## src/rtl/sdrc_port_arbiter_if.sv

```systemverilog
// Bundle of the two user ports and the SDRAM controller user interface seen by sdrc_port_arbiter.
// The slave modport is the arbiter's view; the master modport is the surrounding logic's view.
interface sdrc_port_arbiter_if #(
   parameter int ADDR_W = 21,
   parameter int DATA_W = 16,
   parameter int LEN_W  = 8,
   parameter int DQM_W  = 2
);
   logic              sdrc_init_done;
   logic              sdrc_busy_n;
   logic              sdrc_rd_valid;
   logic [DATA_W-1:0] sdrc_rdata;
   logic              sdrc_wr_n;
   logic              sdrc_rd_n;
   logic [ADDR_W-1:0] sdrc_addr;
   logic [LEN_W-1:0]  sdrc_len;
   logic [DATA_W-1:0] sdrc_wdata;
   logic [DQM_W-1:0]  sdrc_dqm;

   logic              p0_req,    p1_req;
   logic              p0_wr,     p1_wr;
   logic [ADDR_W-1:0] p0_addr,   p1_addr;
   logic [LEN_W-1:0]  p0_len,    p1_len;
   logic [DATA_W-1:0] p0_wdata,  p1_wdata;
   logic [DQM_W-1:0]  p0_dqm,    p1_dqm;
   logic              p0_gnt,    p1_gnt;
   logic              p0_wpull,  p1_wpull;
   logic              p0_rvalid, p1_rvalid;
   logic [DATA_W-1:0] p0_rdata,  p1_rdata;
   logic              p0_done,   p1_done;
   logic              arb_err;

   modport slave (
      input  sdrc_init_done, sdrc_busy_n, sdrc_rd_valid, sdrc_rdata,
      input  p0_req, p0_wr, p0_addr, p0_len, p0_wdata, p0_dqm,
      input  p1_req, p1_wr, p1_addr, p1_len, p1_wdata, p1_dqm,
      output sdrc_wr_n, sdrc_rd_n, sdrc_addr, sdrc_len, sdrc_wdata, sdrc_dqm,
      output p0_gnt, p0_wpull, p0_rvalid, p0_rdata, p0_done,
      output p1_gnt, p1_wpull, p1_rvalid, p1_rdata, p1_done,
      output arb_err
   );

   modport master (
      output sdrc_init_done, sdrc_busy_n, sdrc_rd_valid, sdrc_rdata,
      output p0_req, p0_wr, p0_addr, p0_len, p0_wdata, p0_dqm,
      output p1_req, p1_wr, p1_addr, p1_len, p1_wdata, p1_dqm,
      input  sdrc_wr_n, sdrc_rd_n, sdrc_addr, sdrc_len, sdrc_wdata, sdrc_dqm,
      input  p0_gnt, p0_wpull, p0_rvalid, p0_rdata, p0_done,
      input  p1_gnt, p1_wpull, p1_rvalid, p1_rdata, p1_done,
      input  arb_err
   );
endinterface

```

## src/rtl/sdrc_port_arbiter.sv

```systemverilog
// Two-port round-robin arbiter in front of one SDRAM controller; each grant runs a whole burst.
// Optional read-beat watchdog enabled by defining SDRC_ARB_TIMEOUT_EN.
module sdrc_port_arbiter #(
   parameter int ADDR_W  = 21,
   parameter int DATA_W  = 16,
   parameter int LEN_W   = 8,
   parameter int DQM_W   = 2,
   parameter int TIMEOUT = 1024
) (
   input  logic                clk,
   input  logic                rst_n,
   sdrc_port_arbiter_if.slave  bus
);
   typedef enum logic [2:0] {
      ST_IDLE     = 3'd0,
      ST_ISSUE    = 3'd1,
      ST_WR_BURST = 3'd2,
      ST_RD_BURST = 3'd3,
      ST_DRAIN    = 3'd4
   } state_e;

   state_e            state_q, state_d;
   logic              owner_q, owner_d;
   logic              wr_q, wr_d;
   logic              ptr_q, ptr_d;
   logic [ADDR_W-1:0] addr_q, addr_d;
   logic [LEN_W-1:0]  len_q, len_d;
   logic [LEN_W:0]    cnt_q, cnt_d;
   logic              winner_s;
   logic              done_s;
   logic              err_s;
   logic              issue_s;
   logic              wpull_s;
   logic              rvalid_s;
   logic [DATA_W-1:0] wdata_s;
   logic [DQM_W-1:0]  dqm_s;

`ifdef SDRC_ARB_TIMEOUT_EN
   localparam int TMO_W = $clog2(TIMEOUT) + 1;
   logic [TMO_W-1:0]  tmo_q, tmo_d;
`else
   logic              unused_tmo_s;
   assign unused_tmo_s = (TIMEOUT > 0);
`endif

   // Next-state and burst bookkeeping
   always_comb begin
      state_d  = state_q;
      owner_d  = owner_q;
      wr_d     = wr_q;
      ptr_d    = ptr_q;
      addr_d   = addr_q;
      len_d    = len_q;
      cnt_d    = cnt_q;
      done_s   = 1'b0;
      err_s    = 1'b0;
      winner_s = (bus.p0_req & bus.p1_req) ? ptr_q : bus.p1_req;
`ifdef SDRC_ARB_TIMEOUT_EN
      tmo_d    = tmo_q;
`endif
      case (state_q)
         ST_IDLE: begin
            if (bus.sdrc_init_done & bus.sdrc_busy_n & (bus.p0_req | bus.p1_req)) begin
               state_d = ST_ISSUE;
               owner_d = winner_s;
               wr_d    = winner_s ? bus.p1_wr   : bus.p0_wr;
               addr_d  = winner_s ? bus.p1_addr : bus.p0_addr;
               len_d   = winner_s ? bus.p1_len  : bus.p0_len;
            end else begin
               state_d = ST_IDLE;
            end
         end
         ST_ISSUE: begin
            // Flipping the pointer here is what forces alternation under contention
            ptr_d = ~owner_q;
            cnt_d = wr_q ? {{LEN_W{1'b0}}, 1'b1} : {(LEN_W+1){1'b0}};
`ifdef SDRC_ARB_TIMEOUT_EN
            tmo_d = {TMO_W{1'b0}};
`endif
            if (!wr_q) begin
               state_d = ST_RD_BURST;
            end else if (len_q == {LEN_W{1'b0}}) begin
               state_d = ST_DRAIN;
            end else begin
               state_d = ST_WR_BURST;
            end
         end
         ST_WR_BURST: begin
            if (cnt_q == {1'b0, len_q}) begin
               state_d = ST_DRAIN;
            end else begin
               cnt_d = cnt_q + {{LEN_W{1'b0}}, 1'b1};
            end
         end
         ST_RD_BURST: begin
            if (bus.sdrc_rd_valid) begin
`ifdef SDRC_ARB_TIMEOUT_EN
               tmo_d = {TMO_W{1'b0}};
`endif
               if (cnt_q == {1'b0, len_q}) begin
                  state_d = ST_DRAIN;
               end else begin
                  cnt_d = cnt_q + {{LEN_W{1'b0}}, 1'b1};
               end
            end else begin
`ifdef SDRC_ARB_TIMEOUT_EN
               if (tmo_q == TMO_W'(TIMEOUT - 1)) begin
                  err_s   = 1'b1;
                  done_s  = 1'b1;
                  state_d = ST_IDLE;
               end else begin
                  tmo_d = tmo_q + {{(TMO_W-1){1'b0}}, 1'b1};
               end
`else
               state_d = ST_RD_BURST;
`endif
            end
         end
         ST_DRAIN: begin
            if (bus.sdrc_busy_n) begin
               done_s  = 1'b1;
               state_d = ST_IDLE;
            end else begin
               state_d = ST_DRAIN;
            end
         end
         default: begin
            state_d = ST_IDLE;
         end
      endcase
   end

   // State and captured request registers
   always_ff @(posedge clk or negedge rst_n) begin
      if (!rst_n) begin
         state_q <= ST_IDLE;
         owner_q <= 1'b0;
         wr_q    <= 1'b0;
         ptr_q   <= 1'b0;
         addr_q  <= {ADDR_W{1'b0}};
         len_q   <= {LEN_W{1'b0}};
         cnt_q   <= {(LEN_W+1){1'b0}};
      end else begin
         state_q <= state_d;
         owner_q <= owner_d;
         wr_q    <= wr_d;
         ptr_q   <= ptr_d;
         addr_q  <= addr_d;
         len_q   <= len_d;
         cnt_q   <= cnt_d;
      end
   end

`ifdef SDRC_ARB_TIMEOUT_EN
   // Read-beat watchdog counter
   always_ff @(posedge clk or negedge rst_n) begin
      if (!rst_n) begin
         tmo_q <= {TMO_W{1'b0}};
      end else begin
         tmo_q <= tmo_d;
      end
   end
`endif

   assign issue_s  = (state_q == ST_ISSUE);
   assign wpull_s  = (issue_s & wr_q) | (state_q == ST_WR_BURST);
   assign rvalid_s = (state_q == ST_RD_BURST) & bus.sdrc_rd_valid;
   assign wdata_s  = owner_q ? bus.p1_wdata : bus.p0_wdata;
   assign dqm_s    = owner_q ? bus.p1_dqm   : bus.p0_dqm;

   assign bus.sdrc_wr_n  = ~(issue_s & wr_q);
   assign bus.sdrc_rd_n  = ~(issue_s & ~wr_q);
   assign bus.sdrc_addr  = addr_q;
   assign bus.sdrc_len   = len_q;
   assign bus.sdrc_wdata = wdata_s;
   assign bus.sdrc_dqm   = dqm_s;

   assign bus.p0_gnt    = issue_s  & ~owner_q;
   assign bus.p1_gnt    = issue_s  &  owner_q;
   assign bus.p0_wpull  = wpull_s  & ~owner_q;
   assign bus.p1_wpull  = wpull_s  &  owner_q;
   assign bus.p0_rvalid = rvalid_s & ~owner_q;
   assign bus.p1_rvalid = rvalid_s &  owner_q;
   assign bus.p0_rdata  = bus.sdrc_rdata;
   assign bus.p1_rdata  = bus.sdrc_rdata;
   assign bus.p0_done   = done_s   & ~owner_q;
   assign bus.p1_done   = done_s   &  owner_q;
   assign bus.arb_err   = err_s;
endmodule

```

## src/flat_wrapper.sv

```systemverilog
// flat-port wrapper written by rule: the top's interface ports become plain ports
module sdrc_port_arbiter_flat 
#(
   parameter int ADDR_W  = 21,
   parameter int DATA_W  = 16,
   parameter int LEN_W   = 8,
   parameter int DQM_W   = 2,
   parameter int TIMEOUT = 1024
)
  (clk, rst_n, bus_sdrc_init_done, bus_sdrc_busy_n, bus_sdrc_rd_valid, bus_sdrc_rdata, bus_p0_req, bus_p0_wr, bus_p0_addr, bus_p0_len, bus_p0_wdata, bus_p0_dqm, bus_p1_req, bus_p1_wr, bus_p1_addr, bus_p1_len, bus_p1_wdata, bus_p1_dqm, bus_sdrc_wr_n, bus_sdrc_rd_n, bus_sdrc_addr, bus_sdrc_len, bus_sdrc_wdata, bus_sdrc_dqm, bus_p0_gnt, bus_p0_wpull, bus_p0_rvalid, bus_p0_rdata, bus_p0_done, bus_p1_gnt, bus_p1_wpull, bus_p1_rvalid, bus_p1_rdata, bus_p1_done, bus_arb_err);
  sdrc_port_arbiter_if #(.ADDR_W(ADDR_W), .DATA_W(DATA_W), .LEN_W(LEN_W), .DQM_W(DQM_W)) bus_i ();
  input  logic clk;
  input  logic rst_n;
  input wire logic [$bits(bus_i.sdrc_init_done)-1:0] bus_sdrc_init_done;
  input wire logic [$bits(bus_i.sdrc_busy_n)-1:0] bus_sdrc_busy_n;
  input wire logic [$bits(bus_i.sdrc_rd_valid)-1:0] bus_sdrc_rd_valid;
  input wire logic [$bits(bus_i.sdrc_rdata)-1:0] bus_sdrc_rdata;
  input wire logic [$bits(bus_i.p0_req)-1:0] bus_p0_req;
  input wire logic [$bits(bus_i.p0_wr)-1:0] bus_p0_wr;
  input wire logic [$bits(bus_i.p0_addr)-1:0] bus_p0_addr;
  input wire logic [$bits(bus_i.p0_len)-1:0] bus_p0_len;
  input wire logic [$bits(bus_i.p0_wdata)-1:0] bus_p0_wdata;
  input wire logic [$bits(bus_i.p0_dqm)-1:0] bus_p0_dqm;
  input wire logic [$bits(bus_i.p1_req)-1:0] bus_p1_req;
  input wire logic [$bits(bus_i.p1_wr)-1:0] bus_p1_wr;
  input wire logic [$bits(bus_i.p1_addr)-1:0] bus_p1_addr;
  input wire logic [$bits(bus_i.p1_len)-1:0] bus_p1_len;
  input wire logic [$bits(bus_i.p1_wdata)-1:0] bus_p1_wdata;
  input wire logic [$bits(bus_i.p1_dqm)-1:0] bus_p1_dqm;
  output wire logic [$bits(bus_i.sdrc_wr_n)-1:0] bus_sdrc_wr_n;
  output wire logic [$bits(bus_i.sdrc_rd_n)-1:0] bus_sdrc_rd_n;
  output wire logic [$bits(bus_i.sdrc_addr)-1:0] bus_sdrc_addr;
  output wire logic [$bits(bus_i.sdrc_len)-1:0] bus_sdrc_len;
  output wire logic [$bits(bus_i.sdrc_wdata)-1:0] bus_sdrc_wdata;
  output wire logic [$bits(bus_i.sdrc_dqm)-1:0] bus_sdrc_dqm;
  output wire logic [$bits(bus_i.p0_gnt)-1:0] bus_p0_gnt;
  output wire logic [$bits(bus_i.p0_wpull)-1:0] bus_p0_wpull;
  output wire logic [$bits(bus_i.p0_rvalid)-1:0] bus_p0_rvalid;
  output wire logic [$bits(bus_i.p0_rdata)-1:0] bus_p0_rdata;
  output wire logic [$bits(bus_i.p0_done)-1:0] bus_p0_done;
  output wire logic [$bits(bus_i.p1_gnt)-1:0] bus_p1_gnt;
  output wire logic [$bits(bus_i.p1_wpull)-1:0] bus_p1_wpull;
  output wire logic [$bits(bus_i.p1_rvalid)-1:0] bus_p1_rvalid;
  output wire logic [$bits(bus_i.p1_rdata)-1:0] bus_p1_rdata;
  output wire logic [$bits(bus_i.p1_done)-1:0] bus_p1_done;
  output wire logic [$bits(bus_i.arb_err)-1:0] bus_arb_err;
  assign bus_i.sdrc_init_done = bus_sdrc_init_done;
  assign bus_i.sdrc_busy_n = bus_sdrc_busy_n;
  assign bus_i.sdrc_rd_valid = bus_sdrc_rd_valid;
  assign bus_i.sdrc_rdata = bus_sdrc_rdata;
  assign bus_i.p0_req = bus_p0_req;
  assign bus_i.p0_wr = bus_p0_wr;
  assign bus_i.p0_addr = bus_p0_addr;
  assign bus_i.p0_len = bus_p0_len;
  assign bus_i.p0_wdata = bus_p0_wdata;
  assign bus_i.p0_dqm = bus_p0_dqm;
  assign bus_i.p1_req = bus_p1_req;
  assign bus_i.p1_wr = bus_p1_wr;
  assign bus_i.p1_addr = bus_p1_addr;
  assign bus_i.p1_len = bus_p1_len;
  assign bus_i.p1_wdata = bus_p1_wdata;
  assign bus_i.p1_dqm = bus_p1_dqm;
  assign bus_sdrc_wr_n = bus_i.sdrc_wr_n;
  assign bus_sdrc_rd_n = bus_i.sdrc_rd_n;
  assign bus_sdrc_addr = bus_i.sdrc_addr;
  assign bus_sdrc_len = bus_i.sdrc_len;
  assign bus_sdrc_wdata = bus_i.sdrc_wdata;
  assign bus_sdrc_dqm = bus_i.sdrc_dqm;
  assign bus_p0_gnt = bus_i.p0_gnt;
  assign bus_p0_wpull = bus_i.p0_wpull;
  assign bus_p0_rvalid = bus_i.p0_rvalid;
  assign bus_p0_rdata = bus_i.p0_rdata;
  assign bus_p0_done = bus_i.p0_done;
  assign bus_p1_gnt = bus_i.p1_gnt;
  assign bus_p1_wpull = bus_i.p1_wpull;
  assign bus_p1_rvalid = bus_i.p1_rvalid;
  assign bus_p1_rdata = bus_i.p1_rdata;
  assign bus_p1_done = bus_i.p1_done;
  assign bus_arb_err = bus_i.arb_err;
  sdrc_port_arbiter #(.ADDR_W(ADDR_W), .DATA_W(DATA_W), .LEN_W(LEN_W), .DQM_W(DQM_W), .TIMEOUT(TIMEOUT)) u_core (.clk(clk), .rst_n(rst_n), .bus(bus_i));
endmodule
```

## config.mk

```make
export PLATFORM = sky130hd
export DESIGN_NAME = sdrc_port_arbiter_flat
export DESIGN_NICKNAME = d
export VERILOG_FILES = /design/src/rtl/sdrc_port_arbiter_if.sv /design/src/rtl/sdrc_port_arbiter.sv /design/src/flat_wrapper.sv
export SDC_FILE = /design/constraint.sdc
export NUM_CORES = 1
export LEC_CHECK = 0
export CELL_PAD_IN_SITES_DETAIL_PLACEMENT = 1
export CELL_PAD_IN_SITES_GLOBAL_PLACEMENT = 2
export CORE_UTILIZATION = 18
export CTS_CLUSTER_DIAMETER = 30
export DETAILED_ROUTE_END_ITERATION = 10
export MAX_ROUTING_LAYER = met4
export PLACE_DENSITY = 0.82
export RECOVER_POWER = 50
export SYNTH_ARGS = -nofsm -noshare
export SYNTH_HDL_FRONTEND = slang
export SYNTH_SLANG_ARGS = --single-unit
```

## constraint.sdc

```tcl
create_clock -name clk -period 2 [get_ports clk]
set_input_delay 0.4 -clock clk [delete_from_list [all_inputs] [get_ports clk]]
set_output_delay 0.4 -clock clk [all_outputs]
set_load 0.02 [all_outputs]
```

==> results.yml <==
status:
  status: "completed"
critical_path:
  worstPathArrival_ns: 1.55
  cp_max_fo: 10
  worst_setup_path_end_kind: "output pin"
  startpoint_type: "flip-flop"
  worst_ep_required_time_ns: 1.60
  crit_type: "flip-flop to output pin"
synth:
  synthArstFlopShare_pct: 100
  yosysWarnings: 0
  synthesis.nets: 423
  synth_flop_cell: "dfrtp_1"
  syn_inst: 303
  ys_types: 40
  synth_area_um2: 2820
  synth.avg_cell_area_um2: 9.30
  seq_area_frac_synth_pct: 39.1
  synth_edf_count: 0
  ys_ff_latch: 44
layout:
  design_area_um2: 4780
  syn_to_final_growth_pct: 69.6
  diodes: 0
  layout-drive-gt1-share_pct: 17.6
  nets: 573
  final_cells: 665
  nFillCells: 1800
place:
  placedInstanceArea_um2: 4640
  portBuffers: 159
  place_inst: 656
  gp_congestion: 0.831
  dp_hpwl_mm: 7.72
grt:
  grt_max_degree: 45
  track_usage_pct: 12.4
  busiest_layer: "met2"
  use_met2_pct: 22.8
  grt_overflow: 0
  antenna_found_initial: 0
  use_met3_pct: 1.93
  use_met1_pct: 13.7
  grt_pass1_wl_mm: 15.4
  grt_pass1_vias: 2981
timing:
  setup_viol: 0
  fmax_ghz: 0.514
  slew_headroom_pct: 21.3
  hold_violations: 0
  fin_skew_ns: 0.00581
  setup_tns_ns: 0
  period_share_pct: 97.3
  tightest_slew_ns: 1.18
  fin_crit_ns: 1.95
  drv_slew: 0
route:
  viasPerCell: 4.11
  wl_per_cell_um: 14.6
  drtPass1Iterations: 4
  dr.first_iter.drc_count: 76
  num_vias: 2734
  drcViolationCount: 0
  wirelength_mm: 9.70
  drtAntennaViolNets: 0
hold_path:
  hp-class: "primary input to async pin"
floorplanning:
  rows: 45
  dieArea_um2: 16200
  die_h_um: 127
  start_util_pct: 18.5
  core_um2: 15300
  ios: 209
  die_x_um: 127
clock_network:
  clkTransAtPathRegs_ns: 0.06
  tritoncts: "built"
  ctsRootBufferMaster: "clkbuf_16"
  cts_buffers: 5
  h-tree-depth: 2
  cts.sinks: 44
  ctsLongestPathBuffers: 2
  clk_latency_ns: 0.29
pwr:
  p_leak_nw: 2.02
  power_density_nw_per_um2: 1260
  peakVddDrop_mv: 0.412
run:
  cap_violations: 0
per-layer routing:
layer | share of wire, % | wire [um]
met1 | 41 | 3990
met3 | 3.9 | 374
met2 | 54 | 5200
met5 | 0 | 0
met4 | 1.3 | 129
layout make-up:
cell class | instances | area [um^2] | area share (%)
Clock buffer | 7 | 143 | 2.98
Clock inverter | 1 | 7.51 | 0.157
Inverter | 5 | 18.8 | 0.393
Multi-Input combinational cell | 206 | 1430 | 29.8
Sequential cell | 44 | 1100 | 23.0
Tap cell | 211 | 264 | 5.52
Timing Repair Buffer | 191 | 1820 | 38.1
where the power goes:
group	switching [mW]	internal [mW]
Sequential	0.331	1.29
Combinational	1.82	1.72
Clock	0.349	0.498
cells in the final DEF (no fill, tap or decap), types with 2 or more instances in the layout:
cell             instances
buf_12                   4
mux2i_1                 31
a22o_1                   2
a21oi_1                 30
xnor2_1                  8
buf_6                    2
nor3_2                   2
dlygate4sd3_1           10
inv_1                    5
nand2b_1                 3
buf_2                    4
buf_4                   26
dlygate4sd2_1           19
o21ai_0                 17
a31oi_1                  2
and3_1                   2
mux2_2                  18
nand2_1                 12
clkdlybuf4s50_1        120
clkbuf_16                5
o31ai_1                  2
nand3b_1                 2
nor2_2                   2
clkbuf_2                 5
a211oi_2                 2
nor2_1                  44
nand3_2                  2
dfrtp_1                 44
nand3_1                  5
kinds of logic (layout without fill, tap and decap cells):
| logic type | Yosys count | in the layout | synth area share [%] |
|---|---|---|---|
| adders and majority gates | 1 | 1 | 0.444 |
| buffers and inverters | 53 | 204 | 12.2 |
| AOI/OAI and AO/OA | 63 | 63 | 13.1 |
| xor gates and xnor gates | 8 | 8 | 2.49 |
| muxes | 49 | 49 | 18.2 |
| DFF | 44 | 44 | 39.1 |
| other | 1 | 1 | 0.133 |
| and+or+nand+nor | 84 | 84 | 14.4 |
flip-flops by register name (all words and copies together), names as in the netlist:
name,cells
u_core.bus.sdrc_addr,21
u_core.state_q,3
u_core.owner_q,1
u_core.ptr_q,1
u_core.wr_q,1
u_core.bus.sdrc_len,8
u_core.cnt_q,9
synthesized netlist by cell type (2+ instances only):
| cell type | instances | share of area, % |
|---|---|---|
| o21ai_0 | 17 | 3.0 |
| a31oi_1 | 2 | 0.44 |
| o31ai_1 | 2 | 0.53 |
| buf_4 | 34 | 9.1 |
| mux2i_1 | 31 | 11 |
| o21ai_1 | 2 | 0.36 |
| dfrtp_1 | 44 | 39 |
| a22o_1 | 2 | 0.62 |
| or3_1 | 2 | 0.44 |
| clkbuf_1 | 5 | 0.67 |
| nor3_1 | 3 | 0.53 |
| nand3_1 | 7 | 1.2 |
| xnor2_1 | 8 | 2.5 |
| inv_1 | 5 | 0.67 |
| nand3b_1 | 2 | 0.53 |
| buf_2 | 7 | 1.2 |
| a211oi_1 | 2 | 0.53 |
| and3_1 | 2 | 0.44 |
| nor2_1 | 46 | 6.1 |
| nand2_1 | 12 | 1.6 |
| nand2b_1 | 3 | 0.67 |
| mux2_2 | 18 | 7.2 |
| a21oi_1 | 30 | 5.3 |
critical path: stages (launching register included):
cell,delay [ns]
dfrtp_1,0.42
buf_6,0.18
mux2_2,0.34
dlygate4sd2_1,0.32
path summary, 6_finish.rpt:
path | startpoint | endpoint | slack (ns) | cells past startpoint
min reg2reg | u_core.cnt_q[8] | u_core.cnt_q[8] | 0.51 | 1
min in group clk | u_core.cnt_q[8] | u_core.cnt_q[8] | 0.51 | 1
min | rst_n | u_core.bus.sdrc_addr[0] | 0.43 | 2
max reg2reg | u_core.state_q[1] | u_core.bus.sdrc_len[0] | 0.22 | 8
max in group asynchronous | rst_n | u_core.bus.sdrc_addr[3] | 0.86 | 2
max | u_core.owner_q | bus_sdrc_wdata[14] | 0.05 | 3
metrics by stage:
step	power, mW	utilization, %	hold slack, ns	setup WS (ns)
floorplan	3.52	-	0.104	0.260
global placement	5.20	30.4	0.470	-0.0902
detailed placement	5.30	30.4	0.500	-0.131
CTS	6.09	31.3	0.234	-0.0223
global route	6.42	31.3	0.533	-0.0000473
finish	6.01	31.3	0.432	0.0547
what timing repair did:
action	CTS	global route
endpoints found under the setup margin	28	18
buffers inserted	0	1
pin swaps	0	0
hold buffers	0	0
gates resized for setup	40	23
(Power assumes the default switching activity.)
